## src/rtl/cmlk_timing_pkg.sv

```systemverilog
// Shared types for the CameraLink timing generator blocks.
package cmlk_timing_pkg;

    typedef enum logic [1:0] {
        IDLE  = 2'd0,
        DELAY = 2'd1,
        PULSE = 2'd2
    } pulse_state_t;

    localparam int OVR_CNT_W = 16;

endpackage

```

## src/rtl/trig_pulse_gen_if.sv

```systemverilog
// Control/status bundle of the trigger pulse generator.
// master drives triggers and config, slave is the generator itself.
interface trig_pulse_gen_if #(
    parameter int CNT_W = 32
);
    import cmlk_timing_pkg::*;

    logic                 enable;
    logic                 trig;
    logic [CNT_W-1:0]     delay_cfg;
    logic [CNT_W-1:0]     width_cfg;
    logic                 pulse_out;
    logic                 busy;
    logic                 done;
    logic                 trig_ovr;
    logic [OVR_CNT_W-1:0] ovr_cnt;

    modport master (
        output enable, trig, delay_cfg, width_cfg,
        input  pulse_out, busy, done, trig_ovr, ovr_cnt
    );

    modport slave (
        input  enable, trig, delay_cfg, width_cfg,
        output pulse_out, busy, done, trig_ovr, ovr_cnt
    );

endinterface

```

## src/rtl/trig_delay_counter.sv

```systemverilog
// Load/decrement down-counter with a zero flag. Shared by the delay and
// pulse phases: the FSM loads N-1 on phase entry and leaves the phase on
// the edge where the counter reads zero, giving exactly N cycles.
module trig_delay_counter
    import cmlk_timing_pkg::*;
#(
    parameter int CNT_W = 32
) (
    input  logic             clk,
    input  logic             rst,
    input  logic             load_i,
    input  logic             dec_i,
    input  logic [CNT_W-1:0] load_val_i,
    output logic             zero_o
);

    logic [CNT_W-1:0] cnt_q, cnt_d;

    // Next count: load wins over decrement; never wraps below zero.
    always_comb begin
        cnt_d = cnt_q;
        if (load_i)
            cnt_d = load_val_i;
        else if (dec_i && (cnt_q != '0))
            cnt_d = cnt_q - CNT_W'(1);
    end

    // Counter register.
    always_ff @(posedge clk or posedge rst) begin
        if (rst) cnt_q <= '0;
        else     cnt_q <= cnt_d;
    end

    assign zero_o = (cnt_q == '0);

endmodule

```

## src/rtl/trig_pulse_gen.sv

```systemverilog
// Trigger-to-pulse generator: per accepted trigger, wait delay_cfg cycles
// then drive pulse_out active for width_cfg cycles. Triggers arriving
// while a sequence runs are dropped and flagged on trig_ovr.
// Optional: define TRIG_OVR_CNT_EN to keep a saturating rejected-trigger
// count on ovr_cnt; otherwise ovr_cnt is tied to zero.
module trig_pulse_gen
    import cmlk_timing_pkg::*;
#(
    parameter int   CNT_W   = 32,
    parameter logic OUT_POL = 1'b1
) (
    input  logic             clk,
    input  logic             rst,
    trig_pulse_gen_if.slave  bus
);

    pulse_state_t     state_q;
    logic [CNT_W-1:0] width_q;
    logic             pulse_q;
    logic             busy_q;
    logic             done_q;
    logic             ovr_q;

    logic             cnt_load;
    logic             cnt_dec;
    logic [CNT_W-1:0] cnt_val;
    logic             cnt_zero;
    logic             ovr_set;

    // A trigger is an overrun only when enabled and a sequence is running.
    assign ovr_set = bus.enable && bus.trig && (state_q != IDLE);

    // Counter control: load N-1 on entry to each timed phase, else count down.
    always_comb begin
        cnt_load = 1'b0;
        cnt_dec  = 1'b0;
        cnt_val  = '0;
        if (bus.enable) begin
            unique case (state_q)
                IDLE: begin
                    if (bus.trig && (bus.delay_cfg != '0)) begin
                        cnt_load = 1'b1;
                        cnt_val  = bus.delay_cfg - CNT_W'(1);
                    end else if (bus.trig && (bus.width_cfg != '0)) begin
                        cnt_load = 1'b1;
                        cnt_val  = bus.width_cfg - CNT_W'(1);
                    end
                end
                DELAY: begin
                    if (cnt_zero) begin
                        if (width_q != '0) begin
                            cnt_load = 1'b1;
                            cnt_val  = width_q - CNT_W'(1);
                        end
                    end else begin
                        cnt_dec = 1'b1;
                    end
                end
                PULSE: begin
                    if (!cnt_zero) cnt_dec = 1'b1;
                end
                default: ;
            endcase
        end
    end

    trig_delay_counter #(
        .CNT_W (CNT_W)
    ) u_cnt (
        .clk        (clk),
        .rst        (rst),
        .load_i     (cnt_load),
        .dec_i      (cnt_dec),
        .load_val_i (cnt_val),
        .zero_o     (cnt_zero)
    );

    // Sequencer FSM with registered outputs; width is latched at acceptance
    // so config changes mid-sequence have no effect.
    always_ff @(posedge clk or posedge rst) begin
        if (rst) begin
            state_q <= IDLE;
            width_q <= '0;
            pulse_q <= ~OUT_POL;
            busy_q  <= 1'b0;
            done_q  <= 1'b0;
            ovr_q   <= 1'b0;
        end else begin
            done_q <= 1'b0;
            ovr_q  <= ovr_set;
            if (!bus.enable) begin
                state_q <= IDLE;
                pulse_q <= ~OUT_POL;
                busy_q  <= 1'b0;
            end else begin
                unique case (state_q)
                    IDLE: begin
                        if (bus.trig) begin
                            width_q <= bus.width_cfg;
                            if (bus.delay_cfg != '0) begin
                                state_q <= DELAY;
                                busy_q  <= 1'b1;
                            end else if (bus.width_cfg != '0) begin
                                state_q <= PULSE;
                                busy_q  <= 1'b1;
                                pulse_q <= OUT_POL;
                            end else begin
                                done_q  <= 1'b1;
                            end
                        end
                    end
                    DELAY: begin
                        if (cnt_zero) begin
                            if (width_q != '0) begin
                                state_q <= PULSE;
                                pulse_q <= OUT_POL;
                            end else begin
                                state_q <= IDLE;
                                busy_q  <= 1'b0;
                                done_q  <= 1'b1;
                            end
                        end
                    end
                    PULSE: begin
                        if (cnt_zero) begin
                            state_q <= IDLE;
                            pulse_q <= ~OUT_POL;
                            busy_q  <= 1'b0;
                            done_q  <= 1'b1;
                        end
                    end
                    default: begin
                        state_q <= IDLE;
                        pulse_q <= ~OUT_POL;
                        busy_q  <= 1'b0;
                    end
                endcase
            end
        end
    end

`ifdef TRIG_OVR_CNT_EN
    logic [OVR_CNT_W-1:0] ovr_cnt_q;

    // Saturating count of rejected triggers, cleared only by reset.
    always_ff @(posedge clk or posedge rst) begin
        if (rst)
            ovr_cnt_q <= '0;
        else if (ovr_set && (ovr_cnt_q != '1))
            ovr_cnt_q <= ovr_cnt_q + OVR_CNT_W'(1);
    end

    assign bus.ovr_cnt = ovr_cnt_q;
`else
    assign bus.ovr_cnt = '0;
`endif

    assign bus.pulse_out = pulse_q;
    assign bus.busy      = busy_q;
    assign bus.done      = done_q;
    assign bus.trig_ovr  = ovr_q;

endmodule
```

## src/flat_wrapper.sv

```systemverilog
// flat-port wrapper written by rule: the top's interface ports become plain ports
module trig_pulse_gen_flat import cmlk_timing_pkg::*;
#(
    parameter int   CNT_W   = 32,
    parameter logic OUT_POL = 1'b1
)
  (clk, rst, bus_enable, bus_trig, bus_delay_cfg, bus_width_cfg, bus_pulse_out, bus_busy, bus_done, bus_trig_ovr, bus_ovr_cnt);
  trig_pulse_gen_if #(.CNT_W(CNT_W)) bus_i ();
  input  logic clk;
  input  logic rst;
  input wire logic [$bits(bus_i.enable)-1:0] bus_enable;
  input wire logic [$bits(bus_i.trig)-1:0] bus_trig;
  input wire logic [$bits(bus_i.delay_cfg)-1:0] bus_delay_cfg;
  input wire logic [$bits(bus_i.width_cfg)-1:0] bus_width_cfg;
  output wire logic [$bits(bus_i.pulse_out)-1:0] bus_pulse_out;
  output wire logic [$bits(bus_i.busy)-1:0] bus_busy;
  output wire logic [$bits(bus_i.done)-1:0] bus_done;
  output wire logic [$bits(bus_i.trig_ovr)-1:0] bus_trig_ovr;
  output wire logic [$bits(bus_i.ovr_cnt)-1:0] bus_ovr_cnt;
  assign bus_i.enable = bus_enable;
  assign bus_i.trig = bus_trig;
  assign bus_i.delay_cfg = bus_delay_cfg;
  assign bus_i.width_cfg = bus_width_cfg;
  assign bus_pulse_out = bus_i.pulse_out;
  assign bus_busy = bus_i.busy;
  assign bus_done = bus_i.done;
  assign bus_trig_ovr = bus_i.trig_ovr;
  assign bus_ovr_cnt = bus_i.ovr_cnt;
  trig_pulse_gen #(.CNT_W(CNT_W), .OUT_POL(OUT_POL)) u_core (.clk(clk), .rst(rst), .bus(bus_i));
endmodule
```

## config.mk

```make
export PLATFORM = sky130hd
export DESIGN_NAME = trig_pulse_gen_flat
export DESIGN_NICKNAME = d
export VERILOG_FILES = /design/src/rtl/cmlk_timing_pkg.sv /design/src/rtl/trig_pulse_gen_if.sv /design/src/rtl/trig_delay_counter.sv /design/src/rtl/trig_pulse_gen.sv /design/src/flat_wrapper.sv
export SDC_FILE = /design/constraint.sdc
export NUM_CORES = 1
export LEC_CHECK = 0
export BUFFER_PORTS_ARGS = -buffer_cell sky130_fd_sc_hd__clkbuf_2
export CAP_MARGIN = 20
export CORE_MARGIN = 3
export CORE_UTILIZATION = 42
export DETAILED_ROUTE_END_ITERATION = 10
export PLACE_DENSITY = 0.58
export SYNTH_ARGS = -nofsm -noshare
export SYNTH_HDL_FRONTEND = slang
export SYNTH_HIERARCHICAL = 1
export SYNTH_SLANG_ARGS = --single-unit
export TNS_END_PERCENT = 10
```

## constraint.sdc

```tcl
create_clock -name clk -period 10.4 [get_ports clk]
set_input_delay 1.56 -clock clk [delete_from_list [all_inputs] [get_ports clk]]
set_output_delay 1.56 -clock clk [all_outputs]
set_load 0.01 [all_outputs]
```

[Word level (Yosys, flattened, before mapping)]
Cells that the tools add are included.
Storage, ports and cells
  flip-flop bits (word level): 70
  input bits: 68
  logic and storage cells: 86
Cells by class
  add/sub/neg operators: 4
  equal/unequal tests: 10
  muxes and demuxes: 47
  reduce and logical (&&, ||, !) cells: 18
Operators with widths (number)
  $mux W32: 7
  $reduce_bool A32 Y1: 4
  $sub A32 B1 Y32 const B: 4
  $pmux W32 S2: 1
  $logic_not A32 Y1: 1
  $mux W1: 27
  $mux W2: 7
  $ne A3 B2 Y1 const B: 4
  $ne A3 B3 Y1 const B: 3
  $pmux W1 S3: 3
  $pmux W2 S3: 1
  $reduce_and A6 Y1: 1
  $logic_and A1 B1 Y1: 5
  $reduce_and A5 Y1: 1
  $ne A4 B2 Y1 const B: 1
  $reduce_and A4 Y1: 1
  $reduce_bool A2 Y1: 2
  $reduce_and A3 Y1: 1
  $eq A2 B1 Y1 const B: 1
  $eq A2 B2 Y1 const B: 1
  $logic_not A2 Y1: 1
  $pmux W1 S2: 1
  $reduce_or A2 Y1: 1

[Depth between registers and ports, before layout]
Gate-level depths: netlist (run 1).
  depth in word-level cells: 7
  gate-level depth with buffers: 13
  gate-level depth less buffers: 10

[Hierarchy]
The synthesis (run 1) kept the hierarchy.
Modules (own cells, without submodules)
  trig_pulse_gen: times used 1, cells each 515, area each 4365.4 µm², sequential area each 950.9 µm²
  trig_delay_counter: times used 1, cells each 226, area each 2173.3 µm², sequential area each 800.8 µm²

[Least setup slack after synthesis (run 1)]
Ideal clock, no wire load.
  kind: input-to-reg
  start point: in bus_delay_cfg[0]
  end point: reg u_core.u_cnt.cnt_q[10]
  library setup time: 0.125 ns
  arrival time: 4.268 ns
  required time: 10.275 ns
  path slack: 6.007 ns
  cell stages on the path: 12
  buffers on the path: 3
  cell sequence: inv_1 -> ha_1 -> nor4b_1 -> nand4_1 -> buf_2 -> nor3_1 -> a31oi_1 -> o21a_1 -> clkbuf_1 -> clkinv_1 -> dlygate4sd3_1 -> mux2_2
Between the ends
  longest elaborated chain between the ends: 6
RTL lines
  start: declaration: RTL line flat_wrapper.sv:13  | input wire logic [$bits(bus_i.delay_cfg)-1:0] bus_delay_cfg;
  $reduce_bool A32 Y1 (*): RTL line trig_pulse_gen.sv:41  | if (bus.trig && (bus.delay_cfg != '0)) begin
  $logic_and A1 B1 Y1 (*): RTL line trig_pulse_gen.sv:41
  $mux W1 (*): RTL line trig_pulse_gen.sv:41
  $pmux W1 S2 (*): RTL line trig_pulse_gen.sv:39  | unique case (state_q)
  $mux W1 (*): RTL line trig_pulse_gen.sv:38  | if (bus.enable) begin
  named net u_core.cnt_load: RTL line trig_pulse_gen.sv:24  | logic cnt_load;
  $mux W32 or $reduce_bool A2 Y1 (tied branches)
  end signal: assignment: RTL line trig_delay_counter.sv:31  | else cnt_q <= cnt_d;
  end: declaration: RTL line trig_delay_counter.sv:17  | logic [CNT_W-1:0] cnt_q, cnt_d;
The timed path passes the listed nets; every way through them passes the cells marked *.
A chain may end at the register's enable or synchronous reset.

[Worst setup path after layout (run 1)]
  start point: in bus_delay_cfg[0]
  end point: reg u_core.u_cnt.cnt_q[28]
Between the ends
  longest elaborated chain between the ends: 6
RTL lines
  branches (longest 2 deep; another with $sub A32 B1 Y32)
  $mux W32 (*): RTL line trig_pulse_gen.sv:41
  $pmux W32 S2 (*): RTL line trig_pulse_gen.sv:39
  $mux W32 (*): RTL line trig_pulse_gen.sv:38
  named net u_core.cnt_val[28]: RTL line trig_pulse_gen.sv:26  | logic [CNT_W-1:0] cnt_val;
  $mux W32 (*): RTL line trig_delay_counter.sv:22  | if (load_i)
Mark *: on every way through the listed nets, which the timed path passes.

==> results of run 1 <==
==> layout make-up <==
cell class	instances	area (µm²)
timing repair buffer	77	400
clock inverter	3	42.5
tap	184	230
fill	1418	7660
sequential	70	1750
clock buffer	13	260
multi-input combinational	620	4450
inverter	18	67.6
==> flip-flops by register name, summed over array words and instances (netlist names) <==
register,cells
u_core/bus.pulse_out,1
u_core/width_q,32
u_core/state_q,2
u_core/u_cnt/cnt_q,32
u_core/bus.done,1
u_core/bus.busy,1
u_core/bus.trig_ovr,1
==> worst reg2reg max path, delay by kind of cell (launching register included) <==
kind	cells	cell delay [ps]
AO/OA/AOI/OAI	2	370
buffers and inverters	3	1330
flip-flops	1	430
multiplexers	1	550
AND/OR/NAND/NOR	4	1630
==> layer usage <==
layer  share of wire (%)  vias to the layer above
met5                   0                        -
met4                 1.3                        0
met3                 6.6                       18
met2                  45                      239
met1                  47                     2921
li1                    -                     2858
==> stage by stage <==
stage	area (µm²)	std cells
detailed placement	6900	969
CTS	7200	985
finish	7200	985
global route	7200	985
global placement	6900	969
floorplan	6600	756
==> cell usage in the layout, fill, tap and decap left out, types with 4 or more instances in the layout <==
cell type / Yosys / routed
a21oi_1: 10 / 10
a31oi_1: 17 / 17
buf_4: 21 / 6
clkbuf_16: 0 / 9
clkbuf_2: 0 / 71
conb_1: 1 / 16
dfrtp_1: 70 / 70
ha_1: 8 / 8
inv_1: 17 / 17
mux2_2: 39 / 39
mux2i_1: 14 / 14
nand2_1: 51 / 51
nand3_1: 15 / 15
nand3b_1: 5 / 5
nand4_1: 8 / 8
nor2_1: 64 / 64
nor2b_1: 4 / 4
nor3_1: 27 / 27
nor3_2: 5 / 5
nor3b_1: 4 / 4
nor4_1: 35 / 35
nor4_2: 13 / 13
nor4_4: 5 / 5
o21ai_0: 32 / 32
o21ai_1: 6 / 6
o22ai_1: 29 / 29
o32ai_1: 5 / 5
or2_1: 4 / 4
or2_2: 5 / 5
or3_1: 20 / 20
or4_1: 14 / 14
xnor2_1: 46 / 46
xor2_1: 46 / 46
==> cells by family after synthesis <==
| logic type | share of synthesized area (%) |
|---|---|
| and+or+nand+nor | 29.9 |
| other | 0.0574 |
| AOI/OAI and AO/OA | 14.5 |
| muxes | 8.86 |
| xor gates and xnor gates | 12.3 |
| DFF | 26.8 |
| buffers and inverters | 6.03 |
| adders and majority gates | 1.53 |
==> power groups by stage <==
stage               sequential (mW)  clock, mW  combinational (mW)
finish                        0.571      0.321               0.691
global route                  0.591      0.341               0.760
CTS                           0.566      0.329               0.683
detailed placement            0.571          0               0.679
global placement              0.561          0               0.669
floorplan                     0.524          0               0.545
==> worst min-delay path by stage <==
stage,cells past startpoint,to,from
finish,1,u_core/width_q[26]$_DFFE_PP0P_,u_core/width_q[26]$_DFFE_PP0P_
global route,1,u_core/width_q[26]$_DFFE_PP0P_,u_core/width_q[26]$_DFFE_PP0P_
CTS,1,u_core/width_q[26]$_DFFE_PP0P_,u_core/width_q[26]$_DFFE_PP0P_
detailed placement,1,u_core/width_q[26]$_DFFE_PP0P_,u_core/width_q[26]$_DFFE_PP0P_
global placement,1,u_core/width_q[26]$_DFFE_PP0P_,u_core/width_q[26]$_DFFE_PP0P_
floorplan,2,u_core/width_q[1]$_DFFE_PP0P_,u_core/width_q[1]$_DFFE_PP0P_
==> results.cfg, run 1 <==
[status]
run_status = finished, final reports clean

[drt]
drc_errors = 0
wl_um = 19700
vias_per_cell = 6.13
drt_iter0_markers = 609
antenna_left = 0
dr_total_vias = 6036
drtPass1Iterations = 5
wire_per_inst_um = 20.0

[global_routing]
grt_remaining_overflow = 0
grt_pass1_wl_um = 31700
grt_pass1_vias = 5754
grt_antenna_before_repair = 0
use_met3_pct = 5.57
met1_usage_pct = 34.9
busiest_layer = met2
grt_max_degree = 39
track_usage_pct = 23.8
use_met2_pct = 35.8

[die]
chipWidth_um = 131
die_h_um = 131
core_mm2 = 0.0149
start_util_pct = 44.0
rows = 44
ios = 88
dieArea_mm2 = 0.0171

[timing]
post-route-min-period_ps = 4600
setup_viol = 0
max_freq_ghz = 0.218
tns_ps = 0
min_period_over_period_pct = 44.2
worstMarginPinSlew_ps = 1100
relSlewSlack_pct = 26.9
hold_violations = 0
holdWs_ps = 557
clock-skew-final_ps = 10.4
rsz0062_at_grt = false
finalMaxSlewViolations = 0
setup_slack_ps = 5800

[cts]
cts_buffers = 9
cts_buffer_depth = 2
cts_num_sinks = 70
cts_setup_buffers = 0
cts_resized = 0
cts_hold_buf = 0
cts_tree = done
cts-root-buf = clkbuf_16
clk_latency_ps = 350
cts.clk_slew.worst_paths_ps = 60
h-tree-depth = 3

[power_and_ir_drop]
power_frac_clock_pct = 20.3
power_leakage_nw = 2.83
p_int_mw = 0.897
sw_frac_of_total_pct = 43.3
sequentialPowerShare_pct = 36.1
ir_worst_vdd_mv = 0.113
power_frac_comb_pct = 43.6
p_total_mw = 1.58
p_per_area_mw_per_mm2 = 220
p_switching_mw = 0.685

[critical_path]
cp_top_family = simple AND/OR/NAND/NOR gates
slowest_delay_ps = 840
cp-start-kind = input pin
end_kind = register
r2r-start = u_core/u_cnt/cnt_q[21]$_DFFE_PP0P_
crit_cells = 10
crit_fanout = 31
critPathBufInv = 2
reg2reg_depth = 10
cp-endpoint = u_core/u_cnt/cnt_q[28]$_DFFE_PP0P_
crit_type = in2reg
timing.rr.end = u_core/u_cnt/cnt_q[21]$_DFFE_PP0P_
crit_chain = clkbuf_2 -> inv_1 -> ha_1 -> nor4b_1 -> nand4_1 -> nor3_2 -> and2_2 -> or2_1 -> o32ai_1 -> a221o_1
regToRegSetupSlack_ps = 5970
cpMaxStageDelayCell = or2_1
arrival_ps = 4820
crit_required_ps = 10620
startpoint = bus_delay_cfg[0]

[synthesis]
synth_area_leaders = dfrtp_1 (27%), mux2_2 (6.7%), xnor2_1 (6.2%)
synth_area_mm2 = 0.00654
synth_seq_cells = 70
async_reset_ff_share_pct = 100
synth_edf_count = 0
synth_ff_type = dfrtp_1
synth_cell_type_count = 80
yosys_warnings = 6
avgSynthCellArea_um2 = 8.82
syn_inst = 741
yosys-top-cells-count = dfrtp_1 (70), nor2_1 (64), nand2_1 (51)
seq_area_frac_synth_pct = 26.8
synth_top_area_share_pct = 26.8
synth_area_leader_cell = dfrtp_1
synth.most_common_cell = dfrtp_1

[hold_path]
hp-class = reg2reg

[job]
maxCapViolations = 0

[placement]
dp_slack_ps = 5510
place_congestion = 0.975
place_hpwl_um = 15100
io_buffers = 71

[final_layout]
syn_to_final_growth_pct = 10.1
drive_gt1_share_pct = 22.0
num_antenna_cells = 0
fin_util_pct = 48.5
layout.nets = 872
Power figures use the tool's default switching activity.
==> run 2, diff against run 1 <==
--- a/config.mk
+++ b/config.mk
@@ -10,7 +10,7 @@
 export CORE_MARGIN = 3
 export CORE_UTILIZATION = 42
 export DETAILED_ROUTE_END_ITERATION = 10
-export PLACE_DENSITY = 0.58
+export PLACE_DENSITY = 0.61
 export SYNTH_ARGS = -nofsm -noshare
 export SYNTH_HDL_FRONTEND = slang
 export SYNTH_HIERARCHICAL = 1
==> constraint.sdc (replaced) <==
create_clock -name clk -period 4.1 [get_ports clk]
set_input_delay 0.615 -clock clk [delete_from_list [all_inputs] [get_ports clk]]
set_output_delay 0.615 -clock clk [all_outputs]
set_load 0.01 [all_outputs]
==> results.cfg, run 2 (synthesis gave the netlist of run 1 again) <==
[status]
run_status = finished, final reports clean

[cts]
cts.clk_slew.worst_paths_ps = 50
h-tree-depth = 3
cts_setup_buffers = 0
clk_latency_ps = 350
cts_buffer_depth = 2
cts_tree = done
cts-root-buf = clkbuf_16
cts_num_sinks = 70
cts_resized = 0
cts_buffers = 9
cts_hold_buf = 0

[power_and_ir_drop]
p_total_mw = 3.95
p_per_area_mw_per_mm2 = 545
power_leakage_nw = 2.89
ir_worst_vdd_mv = 0.347

[critical_path]
crit_type = reg2reg
crit_fanout = 29
crit_required_ps = 4380
regToRegSetupSlack_ps = 720
end_kind = register
cp-start-kind = register
arrival_ps = 3660

[timing]
worstMarginPinSlew_ps = 1010
relSlewSlack_pct = 32.4
post-route-min-period_ps = 3380
finalMaxSlewViolations = 0
tns_ps = 0
min_period_over_period_pct = 82.4
hold_violations = 0
rsz0062_at_grt = false
setup_viol = 0
clock-skew-final_ps = 8.56
holdWs_ps = 348
max_freq_ghz = 0.296
setup_slack_ps = 720

[die]
ios = 88
die_h_um = 131
core_mm2 = 0.0149
dieArea_mm2 = 0.0171
start_util_pct = 44.0
rows = 44
chipWidth_um = 131

[drt]
wl_met3_um = 1400
drc_errors = 0
antenna_left = 0
drtPass1Iterations = 5
wl_um = 19500
dr_total_vias = 6045
highest_layer = met4
wire_per_inst_um = 19.6
met1Wirelength_um = 8890
dr_wl_met2_um = 9020
vias_per_cell = 6.06
drt_iter0_markers = 531

[final_layout]
top_regs = u_core/u_cnt/cnt_q x32, u_core/width_q x32, u_core/state_q x2
drive_gt1_share_pct = 23.1
layout.nets = 886
num_antenna_cells = 0
final_cell_mix = clkbuf_2 (71), dfrtp_1 (70), nor2_1 (64)
design_area_mm2 = 0.00726
layout.cells.non_filler = 997
fin_util_pct = 48.8
layout_commonest_cell = clkbuf_2
syn_to_final_growth_pct = 11.0

[placement]
place_congestion = 0.988
dp_slack_ps = 746
io_buffers = 71
placed_cell_area_mm2 = 0.00700
place_hpwl_um = 15100
dpl.cell_count = 983

[global_routing]
grt_antenna_before_repair = 0
track_usage_pct = 23.7
grt_remaining_overflow = 0
grt_pass1_wl_um = 31400
grt_pass1_vias = 5652
grt_max_degree = 39

[job]
maxCapViolations = 0

[hold_path]
hp-class = in2async
[run 2: cell count changes in the layout (fill, tap and decap cells not counted), sizes merged]
| cell | before | now |
|---|---|---|
| buf | 6 | 20 |
| bufinv | 1 | 0 |
| clkbuf | 84 | 83 |
| clkinv | 2 | 3 |
| clkinvlp | 1 | 0 |
[run 2: critical path, stage by stage (launching register included)]
cell and delay [ps]:
dfrtp_1 420, nor3_1 530, nand4b_4 360, nor3_1 270, buf_4 200, nand3_1 200, a31o_1 590, o22ai_1 510
mux2_2 240
[run 2: final cells by class]
class | count | area, µm²
clock buffer | 12 | 246
tap | 184 | 230
timing repair buffer | 91 | 505
inverter | 18 | 67.6
sequential | 70 | 1750
fill | 1432 | 7600
clock inverter | 2 | 10.0
multi-input combinational | 620 | 4450
[run 2: final timing paths]
path,cells after the start,start,endpoint
worst max-delay path,8,u_core/u_cnt/cnt_q[11]$_DFFE_PP0P_,u_core/u_cnt/cnt_q[21]$_DFFE_PP0P_
worst min-delay path,3,rst,u_core/u_cnt/cnt_q[9]$_DFFE_PP0P_
worst max register to register,8,u_core/u_cnt/cnt_q[11]$_DFFE_PP0P_,u_core/u_cnt/cnt_q[21]$_DFFE_PP0P_
worst min register to register,2,u_core/bus.pulse_out$_DFFE_PP0P_,u_core/bus.pulse_out$_DFFE_PP0P_
max in group asynchronous,3,rst,u_core/bus.pulse_out$_DFFE_PP0P_
min in group clk,2,bus_width_cfg[31],u_core/width_q[31]$_DFFE_PP0P_
[run 2: where the power goes]
part | switching, mW | internal [mW]
clock | 0.292 | 0.417
combinational | 0.992 | 0.817
sequential | 0.433 | 1.00
total | 1.72 | 2.24
[run 2: metal layers]
metal,vias up,global-route usage (%)
met2,222,36.8
met1,2905,33.6
met4,0,5.63
li1,2898,-
met3,20,5.69
met5,-,0
==> run 3, diff against run 2 <==
--- a/config.mk
+++ b/config.mk
@@ -10,7 +10,7 @@
 export CORE_MARGIN = 3
 export CORE_UTILIZATION = 42
 export DETAILED_ROUTE_END_ITERATION = 10
-export PLACE_DENSITY = 0.61
+export PLACE_DENSITY = 0.58
 export SYNTH_ARGS = -nofsm -noshare
 export SYNTH_HDL_FRONTEND = slang
 export SYNTH_HIERARCHICAL = 1
==> constraint.sdc (replaced) <==
create_clock -name clk -period 3.5 [get_ports clk]
set_input_delay 0.525 -clock clk [delete_from_list [all_inputs] [get_ports clk]]
set_output_delay 0.525 -clock clk [all_outputs]
set_load 0.01 [all_outputs]
==> results.cfg, run 3 (synthesis gave the netlist of run 1 again) <==
[status]
run_status = finished, final reports clean

[final_layout]
final_cell_mix = clkbuf_2 (71), dfrtp_1 (70), nor2_1 (64)
num_antenna_cells = 0
layout.nets = 896
top_regs = u_core/u_cnt/cnt_q x32, u_core/width_q x32, u_core/state_q x2
layout_commonest_cell = clkbuf_2
fin_util_pct = 49.9
syn_to_final_growth_pct = 13.5
drive_gt1_share_pct = 24.5

[cts]
cts_setup_buffers = 0
cts_buffers = 9
cts_buffer_depth = 2
cts_resized = 0
cts-root-buf = clkbuf_16
clk_latency_ps = 350
h-tree-depth = 3
cts_tree = done
cts.clk_slew.worst_paths_ps = 60
cts_hold_buf = 0
cts_num_sinks = 70

[drt]
wl_um = 20300
drc_errors = 0
dr_total_vias = 6133
drt_iter0_markers = 571
vias_per_cell = 6.08
antenna_left = 0
drtPass1Iterations = 5
wire_per_inst_um = 20.1

[timing]
clock-skew-final_ps = 7.48
tns_ps = 0
holdWs_ps = 251
rsz0062_at_grt = false
finalMaxSlewViolations = 0
hold_violations = 0
max_freq_ghz = 0.308
post-route-min-period_ps = 3250
min_period_over_period_pct = 92.8
worstMarginPinSlew_ps = 890
relSlewSlack_pct = 40.5
setup_viol = 0

[critical_path]
cp-start-kind = register
arrival_ps = 3500
r2r-start = u_core/u_cnt/cnt_q[0]$_DFFE_PP0P_
end_kind = register
cpMaxStageDelayCell = or4b_1
crit_fanout = 8
critPathBufInv = 2
cp_top_family = simple AND/OR/NAND/NOR gates
slowest_delay_ps = 480
crit_type = reg2reg
regToRegSetupSlack_ps = 250
crit_chain = inv_1 -> ha_1 -> nand3_1 -> nor3_2 -> buf_4 -> and3b_1 -> nor4b_4 -> nand4_1 -> or2_2 -> or4b_1 -> a31oi_1
reg2reg_depth = 11
timing.rr.end = u_core/u_cnt/cnt_q[17]$_DFFE_PP0P_
crit_required_ps = 3750

[global_routing]
grt_max_degree = 39
grt_remaining_overflow = 0
grt_pass1_wl_um = 32300
grt_pass1_vias = 5853
grt_antenna_before_repair = 0
track_usage_pct = 24.4

[die]
start_util_pct = 44.0
dieArea_mm2 = 0.0171
die_h_um = 131
rows = 44
ios = 88
core_mm2 = 0.0149
chipWidth_um = 131

[hold_path]
hp-class = in2async

[placement]
place_congestion = 0.992
io_buffers = 71
place_hpwl_um = 15500

[job]
maxCapViolations = 0

[power_and_ir_drop]
p_per_area_mw_per_mm2 = 654
ir_worst_vdd_mv = 0.353
power_leakage_nw = 2.96
run 3: cell count changes in the layout (fill, tap and decap cells not counted):
cell	delta
a2111oi_0	-1
clkinv_2	-1
nor3_1	-1
clkinvlp_4	+2
nor4b_4	+1
bufinv_16	+1
clkinv_4	+1
nor4b_2	-1
nor3_2	+1
buf_4	+8
clkbuf_1	-1
a2111oi_1	+1
buf_12	+2
run 3: tightest hold or removal path: cells and delay by family:
kind	cells	cell delay [ps]
buffers and inverters	3	500
run 3: per-layer routing:
metal | part of all wire (%) | vias up | global-route usage, %
li1 | - | 2918 | -
met1 | 47 | 3004 | 36.0
met2 | 46 | 196 | 37.3
met3 | 5.4 | 15 | 3.41
met4 | 1.5 | 0 | 6.90
met5 | 0 | - | 0
run 3: final cells by class:
cell class,count,area [µm²]
Clock inverter,5,58.8
Timing Repair Buffer,101,606
Tap cell,184,230
Inverter,18,67.6
Sequential cell,70,1750
Clock buffer,11,243
Fill cell,1457,7440
Multi-Input combinational cell,620,4460
run 3: report_power, final:
part | total (mW) | internal, mW | switching, mW
registers | 1.69 | 1.18 | 0.518
logic | 2.21 | 1.02 | 1.20
clock network | 0.946 | 0.571 | 0.375
total | 4.85 | 2.76 | 2.09
run 3: how the worst max path moves through the flow:
stage / slack [ps] / end / startpoint / cells after the start
after floorplan: 6 / u_core/u_cnt/cnt_q[8]$_DFFE_PP0P_ / u_core/u_cnt/cnt_q[21]$_DFFE_PP0P_ / 11
final: 250 / u_core/u_cnt/cnt_q[17]$_DFFE_PP0P_ / u_core/u_cnt/cnt_q[0]$_DFFE_PP0P_ / 11
after global routing: 100 / u_core/u_cnt/cnt_q[17]$_DFFE_PP0P_ / u_core/u_cnt/cnt_q[0]$_DFFE_PP0P_ / 11
after CTS: 210 / u_core/u_cnt/cnt_q[17]$_DFFE_PP0P_ / u_core/u_cnt/cnt_q[0]$_DFFE_PP0P_ / 11
after detailed placement: 240 / u_core/u_cnt/cnt_q[17]$_DFFE_PP0P_ / u_core/u_cnt/cnt_q[0]$_DFFE_PP0P_ / 11
after global placement: 390 / u_core/u_cnt/cnt_q[21]$_DFFE_PP0P_ / bus_delay_cfg[0] / 11
run 3: stage by stage:
step | power, mW | setup slack [ps] | instances | instance area (µm²)
3_5_place_dp | 3.86 | 242 | 993 | 7110
5_1_grt | 5.18 | 95.0 | 1009 | 7420
2_1_floorplan | 3.18 | 6.00 | 756 | 6600
3_3_place_gp | 3.80 | 386 | 993 | 7110
6_report | 4.85 | 253 | 1009 | 7420
4_1_cts | 4.82 | 211 | 1009 | 7410
